## config.mk

```make
export PLATFORM = sky130hd
export DESIGN_NAME = wb_regfile
export DESIGN_NICKNAME = d
export VERILOG_FILES = /design/src/rtl/wb_regfile.sv
export SDC_FILE = /design/constraint.sdc
export NUM_CORES = 2
export LEC_CHECK = 0
export ABC_CLOCK_PERIOD_IN_PS = 8700
export BUFFER_PORTS_ARGS = -buffer_cell sky130_fd_sc_hd__buf_4
export CORE_MARGIN = 2
export CORE_UTILIZATION = 25
export DETAILED_ROUTE_END_ITERATION = 10
export PLACE_DENSITY = 0.46
export SLEW_MARGIN = 20
export SYNTH_ARGS = -nofsm -noshare
export SYNTH_HDL_FRONTEND = slang
export SYNTH_SLANG_ARGS = --single-unit
```

## constraint.sdc

```tcl
create_clock -name clk -period 8.7 [get_ports clk]
set_input_delay 2.175 -clock clk [delete_from_list [all_inputs] [get_ports clk]]
set_output_delay 2.175 -clock clk [all_outputs]
set_load 0.05 [all_outputs]
```

## src/rtl/wb_regfile.sv

```systemverilog
// Write-back stage with integrated 31-entry register file, write-through
// bypass on both read ports and a 64-bit retired-instruction counter.

module wb_regfile_rdport (
  input  logic [4:0]        addr,
  input  logic [31:0][31:0] regs,
  input  logic              wr,
  input  logic [4:0]        rd,
  input  logic [31:0]       result,
  input  logic              rst_n,
  output logic [31:0]       data
);
  always_comb begin
    data = '0;
    if (rst_n && addr != 5'd0) begin
      if (wr && addr == rd) data = result;
      else                  data = regs[addr];
    end
  end
endmodule

module wb_regfile (
  input  logic        clk,
  input  logic        rst_n,
  input  logic [31:0] WB_ALU_Result,
  input  logic [31:0] WB_PC_Plus4,
  input  logic [31:0] WB_Read_Data,
  input  logic [31:0] WB_Instr,
  input  logic [4:0]  ID_Rs1_Addr,
  input  logic [4:0]  ID_Rs2_Addr,
  output logic [31:0] Rs1_Data,
  output logic [31:0] Rs2_Data,
  output logic        WB_Reg_Write,
  output logic [4:0]  WB_Rd_Addr,
  output logic [31:0] WB_Result,
  output logic [63:0] Instret
);
  localparam int NUM_RD = 2;

  logic [6:0]  opcode;
  logic [2:0]  funct3;
  logic [1:0]  off;
  logic [7:0]  ld_byte;
  logic [15:0] ld_half;
  logic        wr_class;
  logic [31:0] regs [1:31];
  logic [31:0][31:0] rd_view;
  logic [NUM_RD-1:0][4:0]  raddr;
  logic [NUM_RD-1:0][31:0] rdata;
  logic [63:0] instret_q;

  assign opcode     = WB_Instr[6:0];
  assign WB_Rd_Addr = WB_Instr[11:7];
  assign funct3     = WB_Instr[14:12];
  assign off        = WB_ALU_Result[1:0];

  always_comb begin
    ld_byte = WB_Read_Data[7:0];
    case (off)
      2'd1:    ld_byte = WB_Read_Data[15:8];
      2'd2:    ld_byte = WB_Read_Data[23:16];
      2'd3:    ld_byte = WB_Read_Data[31:24];
      default: ld_byte = WB_Read_Data[7:0];
    endcase
  end

  assign ld_half = off[1] ? WB_Read_Data[31:16] : WB_Read_Data[15:0];

  always_comb begin
    wr_class  = 1'b0;
    WB_Result = '0;
    case (opcode)
      7'b0110011, 7'b0010011, 7'b0110111, 7'b0010111: begin
        wr_class  = 1'b1;
        WB_Result = WB_ALU_Result;
      end
      7'b1101111, 7'b1100111: begin
        wr_class  = 1'b1;
        WB_Result = WB_PC_Plus4;
      end
      7'b0000011: begin
        wr_class = 1'b1;
        case (funct3)
          3'b000:  WB_Result = {{24{ld_byte[7]}}, ld_byte};
          3'b100:  WB_Result = {24'h0, ld_byte};
          3'b001:  WB_Result = {{16{ld_half[15]}}, ld_half};
          3'b101:  WB_Result = {16'h0, ld_half};
          3'b010:  WB_Result = WB_Read_Data;
          default: wr_class  = 1'b0;
        endcase
      end
      default: ;
    endcase
  end

  assign WB_Reg_Write = wr_class && (WB_Rd_Addr != 5'd0);

  always_ff @(posedge clk or negedge rst_n) begin
    if (!rst_n) begin
      for (int i = 1; i < 32; i++) regs[i] <= '0;
    end else if (WB_Reg_Write) begin
      regs[WB_Rd_Addr] <= WB_Result;
    end
  end

  // Entry 0 is a hardwired zero so the read ports can index a full 32-entry view.
  assign rd_view[0] = '0;
  for (genvar g = 1; g < 32; g++) begin : g_view
    assign rd_view[g] = regs[g];
  end

  assign raddr = {ID_Rs2_Addr, ID_Rs1_Addr};

  for (genvar p = 0; p < NUM_RD; p++) begin : g_rd
    wb_regfile_rdport u_rdport (
      .addr   (raddr[p]),
      .regs   (rd_view),
      .wr     (WB_Reg_Write),
      .rd     (WB_Rd_Addr),
      .result (WB_Result),
      .rst_n  (rst_n),
      .data   (rdata[p])
    );
  end

  assign Rs1_Data = rdata[0];
  assign Rs2_Data = rdata[1];

  // Every non-bubble 32-bit encoding retires, including stores and branches.
  always_ff @(posedge clk or negedge rst_n) begin
    if (!rst_n)                                   instret_q <= '0;
    else if (WB_Instr != '0 && WB_Instr[1:0] == 2'b11) instret_q <= instret_q + 64'd1;
  end

  assign Instret = instret_q;
endmodule

```

After elaboration in Yosys (flattened, before gate mapping)
Cells that the tools add are included.
{"block": "totals", "register_bits": 1056, "memories": 0, "mem_bits_rw": 0, "mem_bits_ro": 0, "out_inout_bits": 166, "latch_bits": 0}
{"block": "op_classes", "bitwise_logic": 1, "muxes": 17, "n_mul": 0, "shift": 0, "n_div": 0, "n_reduce_logical": 16, "n_addsub": 1, "order_cmp": 4, "eq_ne": 17}
{"cell": "bitwise mux 992 bit", "count": 1}
{"cell": "binary-select mux 32 bit (select 5 bit)", "count": 2}
{"cell": "2-to-1 mux 32 bit", "count": 7}
{"cell": "demux 32 bit (select 5 bit)", "count": 1}
{"cell": "case mux 32 bit (5 select lines)", "count": 1}
{"cell": "case mux 32 bit (3 select lines)", "count": 1}
{"cell": "adder 64 x 1 -> 64 bit (second input constant)", "count": 1}
{"cell": "nonzero test 32 bit", "count": 1}
{"cell": "case mux 8 bit (3 select lines)", "count": 1}
{"cell": "2-to-1 mux 16 bit", "count": 1}
{"cell": "nonzero test 5 bit", "count": 3}
{"cell": "== test 7 x 5 -> 1 bit (second input constant)", "count": 2}
{"cell": "== test 7 x 6 -> 1 bit (second input constant)", "count": 2}
{"cell": "== test 7 bit (second input constant)", "count": 2}
{"cell": "less-than comparator 5 x 6 -> 1 bit (second input constant)", "count": 2}
{"cell": "== test 5 bit", "count": 2}
{"cell": "== test 7 x 2 -> 1 bit (second input constant)", "count": 1}
{"cell": "logical AND 1 bit", "count": 7}
{"cell": "== test 2 bit (second input constant)", "count": 3}
{"cell": "== test 3 bit (second input constant)", "count": 2}
{"cell": "greater-or-equal comparator 6 bit (second input constant)", "count": 1}
{"cell": "less-than comparator 6 x 1 -> 1 bit (second input constant)", "count": 1}
{"cell": "inverter 5 -> 6 bit", "count": 1}
{"cell": "OR reduction 6 bit", "count": 1}
{"cell": "other kinds (9)", "count": 9}

Depth between registers and ports, before layout
{"block": "logic_depth", "word_depth": 8, "ltp_mapped": 9, "mapped_depth_nobuf": 6}

By module
Synthesis repeated with hierarchy kept, for this count alone.
{"block": "hier_totals", "hier_cells": 5093, "area_unflattened_um2": 56296.5}
{"module": "wb_regfile", "seq_area_each_um2": 26425.3, "area_each_um2": 39965.8, "cells_per_inst": 3857, "n_inst": 1}
{"module": "wb_regfile_rdport", "seq_area_each_um2": 0.0, "area_each_um2": 8165.3, "cells_per_inst": 618, "n_inst": 2}

Worst setup path before layout
No wires, ideal clock.
{"block": "synth_timing", "path_type": "in2out", "from": "in ID_Rs2_Addr[0]", "to": "out Rs2_Data[11]", "cell_stages": 9, "arrival_time_ns": 4.751, "slack_ns": 1.774, "path_buffers": 4, "t_required_ns": 6.525, "path_cell_list": "clkbuf_1 -> buf_2 -> buf_2 -> xnor2_1 -> nand3_1 -> nor4_1 -> nand3_1 -> clkbuf_1 -> o22ai_1"}
{"block": "synth_via", "elab_chain_len": 4, "word_cells_on_any_way": 8}
{"item": "start, declared", "line_no": "30", "text": "input logic [4:0] ID_Rs2_Addr,"}
{"item": "binary-select mux 32 bit (select 5 bit) / == test 5 bit (equally long branches)", "line_no": "17, 16"}
{"item": "2-to-1 mux 32 bit (not written as such) / logical AND 1 bit (equally long branches)", "line_no": "17, 16"}
{"item": "2-to-1 mux 32 bit", "line_no": "16", "text": "if (wr && addr == rd) data = result;"}
{"item": "2-to-1 mux 32 bit *", "line_no": "15", "text": "if (rst_n && addr != 5'd0) begin"}
{"item": "end, declared", "line_no": "32", "text": "output logic [31:0] Rs2_Data,"}
Every way passes the cells marked *; elsewhere a longest branch is shown, timed or not. The select of a mux whose other input is x is not followed.

Worst setup path after layout
{"block": "layout_timing", "from": "in ID_Rs1_Addr[3]", "to": "out Rs1_Data[21]"}
{"block": "layout_via", "elab_chain_len": 4, "word_cells_on_any_way": 8}
{"item": "start, declared", "line_no": "29", "text": "input logic [4:0] ID_Rs1_Addr,"}
{"item": "binary-select mux 32 bit (select 5 bit) / == test 5 bit (equally long branches)", "line_no": "17, 16"}
{"item": "2-to-1 mux 32 bit (not written as such) / logical AND 1 bit (equally long branches)", "line_no": "17, 16"}
{"item": "2-to-1 mux 32 bit", "line_no": "16"}
{"item": "2-to-1 mux 32 bit *", "line_no": "15"}
{"item": "end, declared", "line_no": "31", "text": "output logic [31:0] Rs1_Data,"}
Marked as above.

==> impl_results.md <==
- Met1 WL: 94110 microns
- Clk network pwr share: 43.2%
- Flop-to-flop setup slack: between 5000 and 6000 ps
- Worst VDD drop: about 0.16 mV
- Synth top area share: between 40% and 50%
- Clock latency on the worst-skew pair: 780 ps
- NetSw: 0.003491 W
- DR DRC count: 0
- Top-count cell post-synth: dfrtp_1
- Critical path required time: 6530 ps
- Yosys cell types: 60
- Tmin final: between 7000 and 8000 ps
- # rows: 173
- Reg2Reg Depth: 5
- Status: finished clean
- Die Ht: 476.9 microns
- Ys flop type: dfrtp_1
- Syn Inst Count: 5330
- H-tree depth: 4
- Drt pass-1 iters: 6
- Clock buffer depth: 3
- Final Cycle Share: 89.01%
- Final hold violation count: 0
- Largest net degree at the start of global routing: 150
- Area grow syn2layout: 18.36%
- Net Sw Frac: 27.60%
- Hold WC Path Type: reg2reg
- Final setup viols: 0
- Combinational power share: 13.6%
- Slew Limit Headroom: 27.96%
- Largest area contributor in the netlist: dfrtp_1
- Final std cells w/o fill: 8462
- Final nets: 5534
- Overflow after GRT: 0
- MaxCap Viol Count: 0
- Met2 WL: ~100000 microns
- Die Area: 227400 sq um
- CP endpoint: Rs1_Data[21]
- WL final: 217400 microns
- Worst r2r src: Instret[31]$_DFFE_PN0P_
- First-pass GRT wire length: 316800 microns
- Wirelength per Cell: 25.70 microns
- Post-route ant nets: 0
- Cts hold-fix bufs: 0
- Register area share after synthesis: 47.27%
- Root buffer cell: clkbuf_16
- Setup TNS: 0 ps
- Synth top cells by count: dfrtp_1 (1056), nor2_1 (819), a21oi_1 (744)
- Unrepaired setup endpoints after global routing: no
- CTS tree: built
- Share of synthesized registers carrying an async set or reset: 100.0%
- Vias in the first global route: roughly 44000
- Kind of critical path: in2out
- Worst-margin pin slew: 1081 ps
- Die width: 476.9 microns
- Initial antenna violation count: 8
- Data arrival, critical path: 5570 ps
- Int Pwr: 0.009157 W
- Mapped cell area: approximately 56000 sq um
- Max layer used: met4
- Power, Total: 0.01265 W
- CP Launch Point: ID_Rs1_Addr[3]
- Ports: 306
- Setup WS pre-CTS: 1125 ps
- Worst setup SP type: input pin
- EDFF count, synth: 0
- Mapped Nets: approximately 5500
- FMAX: between 0.1 and 0.15 GHz
- Core Box Area: 222300 sq um
- Leakage Power: about 28 nW
- Post-route setup slack: 955.9 ps
- Initial Utilization: between 20% and 30%
- Ranking of synthesized cells by area: dfrtp_1 (47%), mux4_2 (15%), a21oi_1 (6.7%), nor2_1 (5.5%), mux2_2 (4.0%)
- Routed length on met3: about 12000 microns
- Yosys warns: 0
- Synth Register Bits: 1056
- GPL Wtd Cong: 0.8545
- Maximum fanout along the worst path: 30
- Final Slew Violations: 0
- Vias post-DR: about 44000
- Via/cell ratio: 5.148
- Critical Path Sink Type: output port
- CTS Buf Count: 130
- Postcts setup bufs: 0
- Cells after DPL: just over 8000
- Clk pin slew, worst setup/hold paths: 50 ps
- Drt initial violations: 3497
- Layout cells sized above 1: 24.07%
- All-layer global routing usage: about a fifth
- Post-DP HPWL: 140100 microns
- # port buffers: 288
- CTS sink cnt: about 1100
- Pwr/cell area: roughly 190 nW/um^2
- Worst r2r dst: Instret[60]$_DFFE_PN0P_
- Seq pwr share: 43.3%
- Mean Syn Cell Area: 10.49 sq um
- Post_cts resized: 0
- Max Clock Skew: 10.46 ps
==> final cells by class <==
cell class / instances / area, sq um
clock inverter: 32 / 432.9
multi-input combinational: 3669 / 27650
inverter: 48 / 180.2
fill: 23030 / 156100
tap: 2975 / 3722
timing repair buffer: 488 / 3971
clock buffer: 191 / 3776
antenna: 3 / 7.507
sequential: 1056 / 26430
==> worst min path at each step <==
| stage | from | cells after the start | to | slack, ps |
|---|---|---|---|---|
| floorplan | rd_view[100]$_DFFE_PN0P_ | 2 | rd_view[100]$_DFFE_PN0P_ | 460 |
| global placement | rd_view[503]$_DFFE_PN0P_ | 2 | rd_view[503]$_DFFE_PN0P_ | 470 |
| detailed placement | rd_view[115]$_DFFE_PN0P_ | 2 | rd_view[115]$_DFFE_PN0P_ | 490 |
| CTS | rd_view[485]$_DFFE_PN0P_ | 2 | rd_view[485]$_DFFE_PN0P_ | 500 |
| global route | rd_view[747]$_DFFE_PN0P_ | 2 | rd_view[747]$_DFFE_PN0P_ | 520 |
| finish | rd_view[229]$_DFFE_PN0P_ | 2 | rd_view[229]$_DFFE_PN0P_ | 500 |
==> metal layers <==
layer / global-route usage, % / vias up
li1: - / 19650
met4: 7.750 / 0
met2: 30.38 / 1362
met5: 0 / -
met1: 24.99 / 22190
met3: 3.124 / 363
==> per-stage QoR <==
stage | area (sq um) | hold slack, ps | util, %
6_report | 66170 | 495.8 | 29.76
5_1_grt | 66160 | 516.4 | 29.76
4_1_cts | 66160 | 497.9 | 29.76
3_5_place_dp | 61950 | 485.3 | 27.87
3_3_place_gp | 61950 | 473.6 | 27.87
2_1_floorplan | 55900 | 460.4 | -
==> cells by family (layout without fill, tap and decap cells) <==
kind of cell	after synthesis	count (layout)	synth area share, %
fa+ha+maj	1	1	0.02238
xor+xnor	73	73	1.144
flops	1056	1056	47.27
simple gates	1450	1450	10.94
compound gates	1542	1542	16.96
mux	603	603	19.32
buf+inv	605	759	4.340
other cells	0	3	0
==> power groups by stage <==
stage                     clock network (W)  logic, W  registers [W]
after floorplan                           0   0.00106        0.00553
after global placement                    0   0.00171        0.00553
after detailed placement                  0   0.00173        0.00555
after CTS                           0.00559   0.00173        0.00547
after global routing                0.00579   0.00185        0.00551
final                               0.00546   0.00172        0.00547
==> critical path, stage by stage <==
cell	delay [ps]
buf_4	570
nand2b_2	660
o22ai_1	240
nor4_1	790
nor2_1	110
o22ai_1	610
buf_4	330
==> cell usage in the layout, fill, tap and decap left out, types with 94 or more instances in the layout <==
master,n
dfrtp_1,1056
a21oi_1,744
nand2_1,333
o22ai_1,123
mux4_2,361
nor2b_1,94
clkbuf_16,133
buf_4,460
mux2_2,198
o21ai_0,267
nor2_1,817
==> registers in the layout (all words and copies together), names as in the netlist <==
signal / count
rd_view: 992
Instret: 64
Note: power is estimated with default switching activity, not from simulation.
